<file path="config.mk">
export PLATFORM = sky130hd
export DESIGN_NAME = forwarding_unit
export DESIGN_NICKNAME = d
export VERILOG_FILES = /design/src/rtl/forwarding_unit_pkg.sv /design/src/rtl/forwarding_unit_fwd_select.sv /design/src/rtl/forwarding_unit.sv
export SDC_FILE = /design/constraint.sdc
export NUM_CORES = 1
export LEC_CHECK = 0
export ABC_AREA = 1
export BUFFER_PORTS_ARGS = -buffer_cell sky130_fd_sc_hd__buf_2
export CORE_MARGIN = 2
export CORE_UTILIZATION = 44
export CTS_BUF_LIST = sky130_fd_sc_hd__clkbuf_2 sky130_fd_sc_hd__clkbuf_4 sky130_fd_sc_hd__clkbuf_8
export CTS_CLUSTER_SIZE = 14
export DETAILED_ROUTE_END_ITERATION = 10
export PLACE_DENSITY = 0.95
export SYNTH_ARGS = -nofsm -noshare
export SYNTH_HDL_FRONTEND = slang
export SYNTH_HIERARCHICAL = 1
export SYNTH_SLANG_ARGS = --single-unit
</file>
<file path="constraint.sdc">
create_clock -name clk -period 3.1 [get_ports clk]
set_input_delay 0.62 -clock clk [delete_from_list [all_inputs] [get_ports clk]]
set_output_delay 0.62 -clock clk [all_outputs]
set_load 0.01 [all_outputs]
</file>
<file path="src/rtl/forwarding_unit_pkg.sv">
// Shared definitions for the EX-stage forwarding unit.
// Combinational select codes and register-index width; no timing of its own.
// No flow control: purely constant/function definitions.
//
// Contents:
//   REG_W      register-index width (MIPS: 32 registers)
//   fwdSel_t   2-bit ALU operand select code
//   FWD_*      select-code constants
//   satInc     saturating increment helper for the event counters
package forwarding_unit_pkg;

  localparam int REG_W = 5;

  typedef logic [1:0] fwdSel_t;

  localparam fwdSel_t FWD_RF    = 2'b00;
  localparam fwdSel_t FWD_EXMEM = 2'b10;
  localparam fwdSel_t FWD_MEMWB = 2'b01;

  // Clamp at all-ones instead of wrapping so a long-running counter
  // never reads back as a small value.
  function automatic logic [63:0] satInc(input logic [63:0] cur, input int width);
    logic [63:0] maxVal;
    maxVal = (width >= 64) ? '1 : ((64'd1 << width) - 64'd1);
    return (cur >= maxVal) ? maxVal : cur + 64'd1;
  endfunction

endpackage

</file>
<file path="src/rtl/forwarding_unit_fwd_select.sv">
// Per-operand forwarding decision: picks register file, EX/MEM or MEM/WB.
// Latency: combinational, zero cycles.
// No flow control: output follows inputs every cycle.
//
// Ports:
//   exRegWrite, exRd   EX/MEM write enable and destination register
//   memRegWrite, memRd MEM/WB write enable and destination register
//   srcReg             ID/EX source register being resolved
//   fwdSel             resulting select code (never 2'b11)
module fwd_select
  import forwarding_unit_pkg::*;
(
  input  logic             exRegWrite,
  input  logic [REG_W-1:0] exRd,
  input  logic             memRegWrite,
  input  logic [REG_W-1:0] memRd,
  input  logic [REG_W-1:0] srcReg,
  output fwdSel_t          fwdSel
);

  // Priority chain: EX/MEM holds the youngest value, so it is tested first.
  // Structured as if/else so an unknown MEM/WB write enable cannot leak into
  // the result when EX/MEM already wins. Register 0 is hardwired to zero and
  // is never forwarded.
  always_comb begin
    fwdSel = FWD_RF;
    if (exRegWrite && (exRd != '0) && (exRd == srcReg)) begin
      fwdSel = FWD_EXMEM;
    end else if (memRegWrite && (memRd != '0) && (memRd == srcReg)) begin
      fwdSel = FWD_MEMWB;
    end else begin
      fwdSel = FWD_RF;
    end
  end

endmodule

</file>
<file path="src/rtl/forwarding_unit.sv">
// EX-stage data-hazard forwarding: operand select codes, operand muxes, event counters.
// Latency: selects and operands are combinational (valid under reset); counters update on clk.
// No flow control: evaluates every cycle; counters saturate at all-ones.
//
// Ports:
//   clk, reset                 counter clock; async active-high counter clear
//   EXMEMRegWrite, EXMEMRD     EX/MEM write enable / destination register
//   MEMWBRegWrite, MEMWBRD     MEM/WB write enable / destination register
//   IDEXRS, IDEXRT             ID/EX source registers
//   rs_data, rt_data           register-file operand values
//   exmem_alu, memwb_wdata     forwardable results from EX/MEM and MEM/WB
//   forwardA, forwardB         select codes (00 RF, 10 EX/MEM, 01 MEM/WB)
//   alu_a, alu_b               forwarded ALU operands
//   fwd_ex_count               cycles with at least one EX/MEM forward
//   fwd_mem_count              cycles with at least one MEM/WB forward
module forwarding_unit
  import forwarding_unit_pkg::*;
#(
  parameter int DATA_W = 32,
  parameter int CNT_W  = 16
) (
  input  logic              clk,
  input  logic              reset,
  output logic [1:0]        forwardA,
  output logic [1:0]        forwardB,
  input  logic              EXMEMRegWrite,
  input  logic              MEMWBRegWrite,
  input  logic [REG_W-1:0]  EXMEMRD,
  input  logic [REG_W-1:0]  MEMWBRD,
  input  logic [REG_W-1:0]  IDEXRS,
  input  logic [REG_W-1:0]  IDEXRT,
  input  logic [DATA_W-1:0] rs_data,
  input  logic [DATA_W-1:0] rt_data,
  input  logic [DATA_W-1:0] exmem_alu,
  input  logic [DATA_W-1:0] memwb_wdata,
  output logic [DATA_W-1:0] alu_a,
  output logic [DATA_W-1:0] alu_b,
  output logic [CNT_W-1:0]  fwd_ex_count,
  output logic [CNT_W-1:0]  fwd_mem_count
);

  fwdSel_t selA;
  fwdSel_t selB;
  logic    exHit;
  logic    memHit;

  fwd_select uFwdSelA (
    .exRegWrite  (EXMEMRegWrite),
    .exRd        (EXMEMRD),
    .memRegWrite (MEMWBRegWrite),
    .memRd       (MEMWBRD),
    .srcReg      (IDEXRS),
    .fwdSel      (selA)
  );

  fwd_select uFwdSelB (
    .exRegWrite  (EXMEMRegWrite),
    .exRd        (EXMEMRD),
    .memRegWrite (MEMWBRegWrite),
    .memRd       (MEMWBRD),
    .srcReg      (IDEXRT),
    .fwdSel      (selB)
  );

  assign forwardA = selA;
  assign forwardB = selB;

  // Code 2'b11 cannot occur; falling back to the register file keeps the
  // mux fully specified.
  always_comb begin
    alu_a = rs_data;
    case (selA)
      FWD_EXMEM: alu_a = exmem_alu;
      FWD_MEMWB: alu_a = memwb_wdata;
      default:   alu_a = rs_data;
    endcase
  end

  always_comb begin
    alu_b = rt_data;
    case (selB)
      FWD_EXMEM: alu_b = exmem_alu;
      FWD_MEMWB: alu_b = memwb_wdata;
      default:   alu_b = rt_data;
    endcase
  end

  // One increment per cycle per source, however many operands used it.
  assign exHit  = (selA == FWD_EXMEM) || (selB == FWD_EXMEM);
  assign memHit = (selA == FWD_MEMWB) || (selB == FWD_MEMWB);

  always_ff @(posedge clk or posedge reset) begin
    if (reset) begin
      fwd_ex_count  <= '0;
      fwd_mem_count <= '0;
    end else begin
      if (exHit && (fwd_ex_count != '1)) begin
        fwd_ex_count <= fwd_ex_count + 1'b1;
      end
      if (memHit && (fwd_mem_count != '1)) begin
        fwd_mem_count <= fwd_mem_count + 1'b1;
      end
    end
  end

endmodule

</file>
# Word-level counts from Yosys, hierarchy flattened
# Index checks and enable logic that the tools add are counted.
[classes]
add_sub_neg = 2
order_cmp = 0
n_reduce_logical = 12
n_mul = 0
bitwise = 0
eq_ne = 10
mux = 6
shifts = 0
div = 0
[op_table]
columns = ["operator", "n"]
rows = [
  ["one-hot mux 32 bit (2 select lines)", 2],
  ["adder 16 x 1 -> 16 bit (second input constant)", 2],
  ["!= test 16 bit (second input constant)", 2],
  ["== test 5 bit", 4],
  ["nonzero test 5 bit", 2],
  ["logical AND 1 bit", 8],
  ["== test 2 x 1 -> 1 bit (second input constant)", 2],
  ["== test 2 bit (second input constant)", 2],
  ["2-to-1 mux 2 bit", 2],
  ["logical OR 1 bit", 2],
  ["2-to-1 mux 1 bit", 2],
]
[word_totals]
reg_bits = 32
latch_bits = 0
output_inout_bits = 100
ramBits = 0
mem_bits_ro = 0
input_bits = 152
memories = 0

# Longest topological paths before layout
# Gate-level depths: netlist of run 1.
[logic_depth]
ltp_word = 8
ltp_mapped = 18

# By module
# Netlist of run 1, hierarchy kept.
[by_module_without_submodules]
columns = ["mod", "seq_area_each_um2", "n_inst", "area_each_um2", "cells_per_inst"]
rows = [
  ["forwarding_unit", 800.8, 1, 3360.7, 601],
  ["fwd_select", 0.0, 2, 221.5, 50],
]

# Least setup slack after synthesis of run 1
# No wires, ideal clock.
[synth_timing]
path_type = "input -> output"
startpoint = "in EXMEMRD[0]"
endpoint = "out alu_b[0]"
t_arrival_ns = 2.397
n_path_buf = 2
t_required_ns = 2.480
stages = 12
slack_ns = 0.083
path_cell_list = "nor2_1 -> nand3_1 -> a21oi_1 -> nor2_2 -> nor2_1 -> inv_1 -> ha_1 -> clkbuf_1 -> inv_1 -> clkbuf_1 -> nor2_1 -> a21oi_1"
[synth_via]
elab_chain_len = 6
word_cells_on_any_way = 8
cone_classes = "eq/ne: 3; mux: 2; reduce/logical: 3"
[synth_rtl]
columns = ["element", "line", "rtl"]
rows = [
  ["start, declared", "forwarding_unit.sv:28", "input logic [REG_W-1:0] EXMEMRD,"],
  ["nonzero test 5 bit", "forwarding_unit_fwd_select.sv:27", "if (exRegWrite && (exRd != '0) && (exRd == srcReg)) begin"],
  ["logical AND 1 bit", "forwarding_unit_fwd_select.sv:27", ""],
  ["logical AND 1 bit *", "forwarding_unit_fwd_select.sv:27", ""],
  ["2-to-1 mux 2 bit *", "forwarding_unit_fwd_select.sv:27", ""],
  ["net forwardB[1]", "forwarding_unit.sv:25", "output logic [1:0] forwardB,"],
  ["== test 2 x 1 -> 1 bit / == test 2 bit (equally long branches)", "forwarding_unit.sv:81", "case (selB)"],
  ["one-hot mux 32 bit (2 select lines) *", "forwarding_unit.sv:81", ""],
  ["end, declared", "forwarding_unit.sv:37", "output logic [DATA_W-1:0] alu_b,"],
]
# Mark *: on every way through the listed nets, which the timed path passes. The rest lies on a longest branch.

# Worst setup path in the final report of run 1
[layout_timing]
startpoint = "in EXMEMRD[1]"
endpoint = "out alu_a[10]"
[layout_via]
elab_chain_len = 6
word_cells_on_any_way = 8
cone_classes = "eq/ne: 3; mux: 2; reduce/logical: 3"
[layout_rtl]
columns = ["element", "line", "rtl"]
rows = [
  ["nonzero test 5 bit", "forwarding_unit_fwd_select.sv:27", ""],
  ["logical AND 1 bit", "forwarding_unit_fwd_select.sv:27", ""],
  ["logical AND 1 bit *", "forwarding_unit_fwd_select.sv:27", ""],
  ["2-to-1 mux 2 bit *", "forwarding_unit_fwd_select.sv:27", ""],
  ["== test 2 x 1 -> 1 bit / == test 2 bit (equally long branches)", "forwarding_unit.sv:72", "case (selA)"],
  ["one-hot mux 32 bit (2 select lines) *", "forwarding_unit.sv:72", ""],
  ["end, declared", "forwarding_unit.sv:36", "output logic [DATA_W-1:0] alu_a,"],
]
# Every way passes the cells marked *; elsewhere a longest branch is shown, timed or not.

==> results of run 1 <==
==> synthesized netlist by cell type, types with 3 or more instances <==
master	instances
sky130_fd_sc_hd__nand2_1	237
sky130_fd_sc_hd__a21oi_1	130
sky130_fd_sc_hd__nor2_1	110
sky130_fd_sc_hd__inv_1	53
sky130_fd_sc_hd__dfrtp_1	32
sky130_fd_sc_hd__clkbuf_1	26
sky130_fd_sc_hd__nand3_1	22
sky130_fd_sc_hd__o21ai_0	15
sky130_fd_sc_hd__inv_2	11
sky130_fd_sc_hd__nor2_2	11
sky130_fd_sc_hd__nand4_1	9
sky130_fd_sc_hd__nand2_2	7
sky130_fd_sc_hd__nand3b_1	7
sky130_fd_sc_hd__ha_1	6
sky130_fd_sc_hd__xnor2_1	6
sky130_fd_sc_hd__xor2_1	4
sky130_fd_sc_hd__buf_2	3
==> final timing paths <==
kind                                         end  slack [ns]  cells past startpoint
worst max register to register  fwd_ex_count[10]        1.30                      7
max in group asynchronous       fwd_mem_count[4]        2.40                      3
min in group clk                fwd_ex_count[12]        0.55                      2
worst max-delay path                   alu_a[10]        0.16                     15
worst min-delay path            fwd_mem_count[9]        0.40                      3
worst min register to register  fwd_ex_count[12]        0.55                      2
==> cells in the final DEF, fill, tap and decap left out, types with 7 or more instances in the layout <==
cell and count:
sky130_fd_sc_hd__o21ai_0 15, sky130_fd_sc_hd__buf_2 251, sky130_fd_sc_hd__inv_2 13, sky130_fd_sc_hd__nand2_1 237
sky130_fd_sc_hd__nand3_1 22, sky130_fd_sc_hd__a21oi_1 129, sky130_fd_sc_hd__nor2_1 109, sky130_fd_sc_hd__nand4_1 9
sky130_fd_sc_hd__buf_4 11, sky130_fd_sc_hd__nor2_2 12, sky130_fd_sc_hd__nand2_2 7, sky130_fd_sc_hd__dfrtp_1 32
sky130_fd_sc_hd__inv_1 51, sky130_fd_sc_hd__nand3b_1 7
==> power breakdown <==
| group | total, uW | switching, uW | internal, uW |
|---|---|---|---|
| Combinational | 659 | 378 | 281 |
| Clock | 312 | 151 | 161 |
| Sequential | 542 | 77.3 | 465 |
| Total | 1510 | 607 | 907 |
==> state kept, by name, summed over array words and instances (netlist names) <==
signal and count:
fwd_ex_count 16, fwd_mem_count 16
==> routing by layer <==
metal / part of all wire (%) / global-route usage, % / vias to the layer above / routed length (um)
li1: - / - / 2727 / -
met1: 37 / 35.0 / 2431 / 5940
met2: 48 / 56.3 / 314 / 7710
met3: 9.7 / 8.02 / 56 / 1540
met4: 4.6 / 15.8 / 0 / 728
met5: 0 / 0 / - / 0
==> cells by family after synthesis <==
kind of cell	Yosys count	share of synthesized area, %
AO/OA/AOI/OAI	148	19.7
buffers and inverters	97	10.1
XOR/XNOR	10	2.30
adder cells (fa/ha/maj)	6	1.97
flip-flops	32	21.1
AND/OR/NAND/NOR	408	44.9
==> worst max-delay path, delay by kind of cell <==
family / cells / cell delay (ns)
buf+inv: 6 / 0.75
compound gates: 2 / 0.26
simple gates: 6 / 0.43
fa+ha+maj: 1 / 0.24
==> stage by stage <==
stage          std cells  worst slack, ns
4_1_cts             1053           0.0262
3_5_place_dp        1046           -0.116
5_1_grt             1057           0.0269
2_1_floorplan        701           0.0828
6_report            1058            0.164
3_3_place_gp        1046           -0.142
==> cell type report <==
cell class              instances  area (um2)  share of cell area, %
multi-input cells             572        2660                   48.7
flip-flops and latches         32         801                   14.7
diodes                          4        10.0                  0.183
clock inverters                 1        5.00                 0.0916
well taps                     105         131                   2.40
repair buffers                274        1540                   28.2
inverters                      64         240                   4.40
clock buffers                   6        76.3                   1.40
==> what timing repair did <==
item	4_1_cts	5_1_grt
cloned	0	1
buffers inserted	0	0
setup endpoints to repair	1	64
resized for setup	2	16
==> summary.md, run 1 <==
| Metric | Value |
|---|---|
| Via count of the routed design | `5528` |
| Max frequency | `0.341 GHz` |
| Worst vdd rail ir drop | `230 uV` |
| Synth warn | `6` |
| Min-delay worst type | `primary input to async pin` |
| Syn Std Cell Area | `3800 um2` |
| Detailed Route WL | `15900 um` |
| Crit path DAT | `2.32 ns` |
| Std-Cell Core Area | `8300 um2` |
| Setup skew after layout | `0.00875 ns` |
| Area post-placement | `5280 um2` |
| Post-Synthesis Mean Instance Area | `5.43 um2` |
| Number of unique standard cell types used by synthesis | `25` |
| Number of enable-type register cells in the synthesized netlist | `0` |
| Cell-by-cell listing of the critical path | `buf_2, buf_4, inv_1, nand2_1, nand2_1, nor2_2, nand3_1, nor2_2, nor2_2, buf_4, ha_1, buf_12, a21oi_1, a21oi_1, buf_2` |
| Clock Root Buffer | `sky130_fd_sc_hd__clkbuf_8` |
| Critical-path cell with the highest stage delay | `sky130_fd_sc_hd__ha_1` |
| Routability congestion estimate | `1.01` |
| TritonCTS clock tree | `built` |
| Hold-fix buffers at CTS | `0` |
| Area share of the largest cell type after synthesis | `23.4%` |
| Pin count of the biggest net entering global routing | `33` |
| Type of the setup path with the least slack | `primary input to output pin` |
| Kind of launch point of the worst setup path | `primary input` |
| Number of hold-slack violations in the final timing report | `0` |
| Maximum clock insertion buffer count | `2` |
| Insertion delay to the later sink of the worst-skew pair | `0.29 ns` |
| Fin crit period | `2.94 ns` |
| Relative slew margins | `72.2%` |
| Starting utilization of the core area | `45.8%` |
| Top cells by area in the synthesized netlist | `sky130_fd_sc_hd__nand2_1 23%, sky130_fd_sc_hd__dfrtp_1 21%, sky130_fd_sc_hd__a21oi_1 17%` |
| Share of flip-flops with an asynchronous set or reset | `100%` |
| Via count of the first global-routing pass | `5186` |
| Max-slew violations | `0` |
| Leak Pwr | `0.00302 uW` |
| Transition at the pin with the smallest max-transition slack | `0.417 ns` |
| Number of iterations in the first detailed-routing pass | `9` |
| Power, Total | `1510 uW` |
| Max stage delay on crit path | `0.24 ns` |
| Final setup violation count | `0` |
| Critical path data required time | `2.48 ns` |
| Die Y | `97.0 um` |
| Die area | `9400 um2` |
| Vias/cell | `5.22` |
| Global-route wire length before repair | `24600 um` |
| Initial antenna violation count | `4` |
| Share of layout cells above drive strength 1 | `33.8%` |
| Global-route usage over all layers | `31.7%` |
| Flip-flop cell with the highest count after synthesis | `sky130_fd_sc_hd__dfrtp_1` |
| Number of buffers created by CTS | `5` |
| Overflow left after global routing | `0` |
| Power per cell area | `277 nW/um2` |
| Setup repair after global routing missed its margin | `false` |
| Crit. Startpoint | `EXMEMRD[1]` |
| Worst hold margin | `0.400 ns` |
| Filler Cells Inserted | `779` |
| Post-synthesis register bit count | `32` |
| ANT nets after route | `0` |
| Origin of the critical flop-to-flop path | `fwd_ex_count[0]` |
| Wire length per cell | `15.0 um` |
| Largest area contributor in the synthesized netlist | `sky130_fd_sc_hd__nand2_1` |
| Cells after synthesis | `701` |
| Synth-to-layout area growth | `43.6%` |
| H-tree lvl count | `2` |
| Max-Cap Viols | `0` |
| Total negative slack | `0 ns` |
| Number of design-rule violations left by the first detailed-router iteration | `361` |
| Fraction of the cycle the final worst path needs | `94.7%` |
| Sinks on the clock net | `32` |
| Clk pin slew, worst setup/hold paths | `0.07 ns` |
| Net count after synthesis | `859` |
| Type of element capturing the critical path | `output pin` |
| Die width | `97.0 um` |
| Core Util, Final | `65.8%` |
| Result of the run | `complete, no violations` |
| Row count | `33` |
| Sequential area share after synthesis | `21.1%` |
| Final design area excluding fillers | `5460 um2` |
| Count of buffers inserted at the top-level ports | `251` |
| # DRC | `0` |
| Estimated wirelength of the detail-placed design | `12600 um` |
| Crit path top cell by count | `sky130_fd_sc_hd__nor2_2` |
| Highest net fanout along the worst path | `30` |
| Fin nets | `1107` |
| Total I/O pin count | `252` |
Power figures use the tool's default switching activity.
==> run 2: changes to the inputs <==
==> constraint.sdc (replaced) <==
create_clock -name clk -period 3.1 [get_ports clk]
set_input_delay 0.155 -clock clk [delete_from_list [all_inputs] [get_ports clk]]
set_output_delay 0.155 -clock clk [all_outputs]
set_load 0.01 [all_outputs]
==> run 2 against run 1 <==
Critical path depth down 1. Non-clock buffer count is 12 lower. The run now ends with negative hold slack left. Clock skew down 0.0019 ns. Sequential cell count stayed put. Total power up 0.63%. Setup slack better by 0.39 ns. Hold slack worse by 0.40 ns. Critical path type unchanged. Core utilization decreased by 2.6 points.
==> summary.md, run 2 (synthesis gave the netlist of run 1 again) <==
| Metric | Value |
|---|---|
| Result of the run | `finished with violations` |
| Failing checks | `negative hold slack` |
| Kind of launch point of the worst setup path | `primary input` |
| Share of layout cells above drive strength 1 | `32.4%` |
| Max-Cap Viols | `0` |
| Transition at the pin with the smallest max-transition slack | `0.765 ns` |
| Total negative slack | `0 ns` |
| Reg-to-reg slack, setup | `1.31 ns` |
| Number of standard cells in the layout, taps in and fillers out | `1044` |
| Highest net fanout along the worst path | `21` |
| Footprint of the multi-input gates | `2620 um2` |
| Detailed Route WL | `15700 um` |
| Hold-fix buffers at CTS | `0` |
| Sinks on the clock net | `32` |
| Leading cell type in the layout, fill and taps excluded | `sky130_fd_sc_hd__buf_2` |
| Filler Cells Inserted | `816` |
| Insertion delay to the later sink of the worst-skew pair | `0.28 ns` |
| Leak Pwr | `0.00294 uW` |
| Clk pin slew, worst setup/hold paths | `0.07 ns` |
| Routability congestion estimate | `1.08` |
| ANT nets after route | `0` |
| Type of the setup path with the least slack | `primary input to output pin` |
| Via count of the routed design | `5472` |
| End of the worst register-to-register path | `fwd_ex_count[11]` |
| Number of design-rule violations left by the first detailed-router iteration | `429` |
| Global-route usage over all layers | `31.1%` |
| # DRC | `0` |
| Maximum clock insertion buffer count | `2` |
| Power per cell area | `290 nW/um2` |
| Row count | `33` |
| Std-Cell Core Area | `8300 um2` |
| Via count of the first global-routing pass | `4960` |
| Sw Share | `39.2%` |
| Worst hold margin | `-0.000380 ns` |
| Number of iterations in the first detailed-routing pass | `6` |
| Largest registers ranked by flip-flop count | `fwd_ex_count (16), fwd_mem_count (16)` |
| Initial antenna violation count | `1` |
| Relative contribution of sequential cells to total power | `35.9%` |
| Worst vdd rail ir drop | `228 uV` |
| Max-slew violations | `0` |
| Pin count of the biggest net entering global routing | `33` |
| Fin nets | `1095` |
| Wire length per cell | `15.0 um` |
| Number of buffers created by CTS | `5` |
| Clock Root Buffer | `sky130_fd_sc_hd__clkbuf_8` |
| Final setup violation count | `0` |
| Count of buffers inserted at the top-level ports | `251` |
| Relative slew margins | `49.0%` |
| Type of element capturing the critical path | `output pin` |
| Die area | `9400 um2` |
| Starting utilization of the core area | `45.8%` |
| Die Y | `97.0 um` |
| Portion of total power attributed to the clock network | `22.7%` |
| Comb pwr share | `41.4%` |
| Global-route wire length before repair | `24200 um` |
| Total I/O pin count | `252` |
| Setup skew after layout | `0.00685 ns` |
| Synth-to-layout area growth | `37.9%` |
| Crit path DAT | `2.39 ns` |
| Fin crit period | `2.54 ns` |
| TritonCTS clock tree | `built` |
| Commonest cells after routing, fill and taps aside | `251 x sky130_fd_sc_hd__buf_2, 237 x sky130_fd_sc_hd__nand2_1, 130 x sky130_fd_sc_hd__a21oi_1` |
| FF/Latch Area | `801 um2` |
| Max frequency | `0.394 GHz` |
| Setup bufs post-CTS | `0` |
| Origin of the critical flop-to-flop path | `fwd_ex_count[0]` |
| Count of cells resized by post-cts repair | `0` |
| Die width | `97.0 um` |
| Overflow left after global routing | `0` |
| Cell count after placement | `1035` |
| Fraction of the cycle the final worst path needs | `82.0%` |
| Vias/cell | `5.24` |
| Depth of the worst register-to-register path | `7` |
| Sw Pwr | `597 uW` |
| Min-delay worst type | `primary input to async pin` |
| Critical path data required time | `2.94 ns` |
| H-tree lvl count | `2` |
| Number of hold-slack violations in the final timing report | `3` |
| Setup repair after global routing missed its margin | `false` |
| Estimated wirelength of the detail-placed design | `12300 um` |
| Internal power contribution | `926 uW` |
==> run 2: cell count changes in the layout (fill, tap and decap cells not counted), moves of 2 or more <==
| cell | before | now |
|---|---|---|
| sky130_fd_sc_hd__a21boi_0 | 0 | 2 |
| sky130_fd_sc_hd__a21boi_1 | 2 | 0 |
| sky130_fd_sc_hd__buf_12 | 6 | 1 |
| sky130_fd_sc_hd__inv_1 | 51 | 53 |
| sky130_fd_sc_hd__inv_2 | 13 | 11 |
| sky130_fd_sc_hd__diode_2 | 4 | 1 |
| sky130_fd_sc_hd__ha_1 | 4 | 6 |
| sky130_fd_sc_hd__buf_6 | 5 | 0 |
| sky130_fd_sc_hd__ha_4 | 2 | 0 |
==> run 2: critical path: stages <==
cell	delay [ns]
sky130_fd_sc_hd__buf_2	0.12
sky130_fd_sc_hd__inv_1	0.06
sky130_fd_sc_hd__nand2_1	0.08
sky130_fd_sc_hd__nand2_2	0.05
sky130_fd_sc_hd__nor2_2	0.10
sky130_fd_sc_hd__nand3_1	0.10
sky130_fd_sc_hd__nor2_2	0.16
sky130_fd_sc_hd__nor2_1	0.09
sky130_fd_sc_hd__inv_1	0.06
sky130_fd_sc_hd__ha_1	0.51
sky130_fd_sc_hd__buf_4	0.38
sky130_fd_sc_hd__nand2_1	0.08
sky130_fd_sc_hd__a21oi_1	0.25
sky130_fd_sc_hd__buf_2	0.18
==> run 2: worst max path at each step <==
stage                     slack, ns        end       start  cells past startpoint
final                          0.56  alu_a[15]  EXMEMRD[0]                     14
after global routing           0.31  alu_a[15]  EXMEMRD[3]                     14
after CTS                      0.63  alu_a[15]  EXMEMRD[3]                     14
after detailed placement       0.63  alu_a[15]  EXMEMRD[3]                     14
after global placement         0.66  alu_a[15]  EXMEMRD[3]                     14
after floorplan                1.01   alu_b[0]  EXMEMRD[0]                     12
==> run 2: metal layers <==
metal | routed length, um | track usage, % | vias to the layer above
met3 | 1380 | 6.21 | 55
met1 | 6150 | 37.6 | 2408
met4 | 628 | 10.2 | 0
met5 | 0 | 0 | -
li1 | - | - | 2703
met2 | 7530 | 55.2 | 306
==> run 2: per-stage QoR <==
stage          utilization [%]  hold WS, ns  instance area (um2)  setup WS [ns]  power [uW]
6_report                  63.2    -0.000380                 5240          0.559        1520
2_1_floorplan                -        0.271                 3800           1.01         859
3_5_place_dp              62.0        0.339                 5140          0.626        1170
5_1_grt                   63.2       0.0888                 5240          0.307        1620
3_3_place_gp              62.0        0.322                 5140          0.656        1170
4_1_cts                   63.2       0.0233                 5240          0.627        1520
==> run 2: power groups by stage <==
stage	Clock [uW]	Combinational (uW)	Sequential [uW]
after floorplan	0	303	556
after global placement	0	618	547
after detailed placement	0	621	549
after CTS	350	629	542
after global routing	368	701	554
final	346	631	547
==> run 2: final cells by class <==
class                   instances  share of cell area, %
multi-input cells             572                   50.0
repair buffers                262                   25.8
flip-flops and latches         32                   15.3
diodes                          1                 0.0477
inverters                      64                   4.58
clock buffers                   8                   1.86
well taps                     105                   2.51
==> run 3: changes to the inputs <==
==> constraint.sdc (replaced) <==
create_clock -name clk -period 2.6 [get_ports clk]
set_input_delay 0.13 -clock clk [delete_from_list [all_inputs] [get_ports clk]]
set_output_delay 0.13 -clock clk [all_outputs]
set_load 0.01 [all_outputs]
==> run 3 against run 2 <==
The run now ends clean. Setup slack worse by 0.16 ns. Hold slack better by 0.49 ns. Non-clock buffer count grew 3. Final area is 0.79% higher. Routed wire length increased by 1.5%. Combinational power rose by 20%. Sequential cell count did not move. Die area unchanged.
==> summary.md, run 3 (synthesis gave the netlist of run 1 again) <==
| Metric | Value |
|---|---|
| Critical path data required time | `2.47 ns` |
| Relative contribution of sequential cells to total power | `35.7%` |
| Initial antenna violation count | `3` |
| Leak Pwr | `0.00295 uW` |
| Die Y | `97.0 um` |
| Number of iterations in the first detailed-routing pass | `5` |
| Detailed Route WL | `15900 um` |
| Worst vdd rail ir drop | `185 uV` |
| Result of the run | `complete, no violations` |
| Number of design-rule violations left by the first detailed-router iteration | `336` |
| Min-delay worst type | `primary input to async pin` |
| Estimated wirelength of the detail-placed design | `12800 um` |
| Vias/cell | `5.33` |
| Maximum clock insertion buffer count | `2` |
| Die area | `9400 um2` |
| Largest registers ranked by flip-flop count | `fwd_ex_count (16), fwd_mem_count (16)` |
| Global-route wire length before repair | `25000 um` |
| Routability congestion estimate | `1.03` |
| Type of element capturing the critical path | `output pin` |
| Fin nets | `1098` |
| Power, Total | `1810 uW` |
| Pin count of the biggest net entering global routing | `33` |
| Sw Pwr | `703 uW` |
| Clk pin slew, worst setup/hold paths | `0.07 ns` |
| Kind of launch point of the worst setup path | `primary input` |
| # DRC | `0` |
| Number of buffers created by CTS | `5` |
| Highest net fanout along the worst path | `32` |
| Leading cell type in the layout, fill and taps excluded | `sky130_fd_sc_hd__buf_2` |
| Transition at the pin with the smallest max-transition slack | `0.403 ns` |
| Power per cell area | `343 nW/um2` |
| Sinks on the clock net | `32` |
| Clock Root Buffer | `sky130_fd_sc_hd__clkbuf_8` |
| Relative slew margins | `73.1%` |
| Portion of total power attributed to the clock network | `22.4%` |
| TritonCTS clock tree | `built` |
| Via count of the routed design | `5586` |
| Origin of the critical flop-to-flop path | `fwd_ex_count[0]` |
| Row count | `33` |
| Via count of the first global-routing pass | `5238` |
| Number of hold-slack violations in the final timing report | `0` |
| Count of cells resized by post-cts repair | `0` |
| Setup repair after global routing missed its margin | `false` |
| Global-route usage over all layers | `32.4%` |
| Sw Share | `38.8%` |
| Fin crit period | `2.20 ns` |
| Worst hold margin | `0.488 ns` |
| Crit path DAT | `2.07 ns` |
| H-tree lvl count | `2` |
| End of the worst register-to-register path | `fwd_ex_count[11]` |
| Depth of the worst register-to-register path | `7` |
| Insertion delay to the later sink of the worst-skew pair | `0.28 ns` |
| Type of the setup path with the least slack | `primary input to output pin` |
| Max-slew violations | `0` |
| Fraction of the cycle the final worst path needs | `84.7%` |
| Cell count after placement | `1037` |
| Die width | `97.0 um` |
| Setup skew after layout | `0.00858 ns` |
| ANT nets after route | `0` |
| Comb pwr share | `41.9%` |
| Starting utilization of the core area | `45.8%` |
| Count of buffers inserted at the top-level ports | `251` |
| Overflow left after global routing | `0` |
| Area post-placement | `5170 um2` |
| Wire length per cell | `15.2 um` |
| Reg-to-reg slack, setup | `0.84 ns` |
| Max frequency | `0.454 GHz` |
| Synth-to-layout area growth | `38.9%` |
| Final design area excluding fillers | `5290 um2` |
| Std-Cell Core Area | `8300 um2` |
| Commonest cells after routing, fill and taps aside | `251 x sky130_fd_sc_hd__buf_2, 237 x sky130_fd_sc_hd__nand2_1, 130 x sky130_fd_sc_hd__a21oi_1` |
| Final setup violation count | `0` |
| Total negative slack | `0 ns` |
| Share of layout cells above drive strength 1 | `32.4%` |
| Max-Cap Viols | `0` |
| Total I/O pin count | `252` |
| Internal power contribution | `1110 uW` |
| Number of standard cells in the layout, taps in and fillers out | `1048` |
==> run 3: routing by layer <==
layer	part of all wire (%)	vias to the layer above	GRT usage, %
li1	-	2710	-
met1	38	2501	36.0
met2	50	313	58.0
met3	8.2	62	6.65
met4	4.5	0	16.6
met5	0	-	0
==> run 3: repair_timing <==
action	in CTS	in global routing
endpoints found under the hold margin	32	0
setup buffers	0	0
hold buffers	1	0
==> run 3: cell type report <==
| class | instances | area (um2) |
|---|---|---|
| diodes | 3 | 7.51 |
| clock buffers | 7 | 96.3 |
| fillers | 786 | 3010 |
| inverters | 64 | 240 |
| multi-input cells | 572 | 2620 |
| flip-flops and latches | 32 | 801 |
| well taps | 105 | 131 |
| repair buffers | 265 | 1390 |
==> run 3: how the worst max path moves through the flow <==
stage                           from        end  slack (ns)  cells after the start
after global routing      MEMWBRD[0]  alu_a[12]        0.16                     14
after global placement     IDEXRT[0]   alu_b[5]        0.36                     13
after floorplan           EXMEMRD[0]   alu_b[0]        0.56                     12
final                      IDEXRS[0]   alu_a[2]        0.40                     12
after detailed placement  EXMEMRD[0]  alu_a[14]        0.45                     13
after CTS                  IDEXRT[0]   alu_b[5]        0.43                     13
==> run 3: through the flow <==
step	worst slack, ns	util, %
after detailed placement	0.449	62.3
after floorplan	0.563	-
after global placement	0.363	62.3
after CTS	0.430	63.6
final	0.397	63.7
after global routing	0.158	63.7
==> run 3: critical path, stage by stage <==
cell	delay, ns
sky130_fd_sc_hd__buf_2	0.12
sky130_fd_sc_hd__a21boi_0	0.16
sky130_fd_sc_hd__nand2_1	0.07
sky130_fd_sc_hd__nor2_1	0.12
sky130_fd_sc_hd__nand3_1	0.09
sky130_fd_sc_hd__nor2_1	0.19
sky130_fd_sc_hd__inv_1	0.08
sky130_fd_sc_hd__ha_1	0.30
sky130_fd_sc_hd__buf_4	0.33
sky130_fd_sc_hd__a21oi_1	0.07
sky130_fd_sc_hd__a21oi_1	0.22
sky130_fd_sc_hd__buf_2	0.17
==> run 3: power by group through the flow <==
stage | logic (uW) | registers [uW] | clock network (uW)
6_report | 759 | 646 | 405
5_1_grt | 843 | 661 | 430
4_1_cts | 756 | 645 | 411
3_5_place_dp | 749 | 654 | 0
3_3_place_gp | 746 | 651 | 0
2_1_floorplan | 361 | 663 | 0
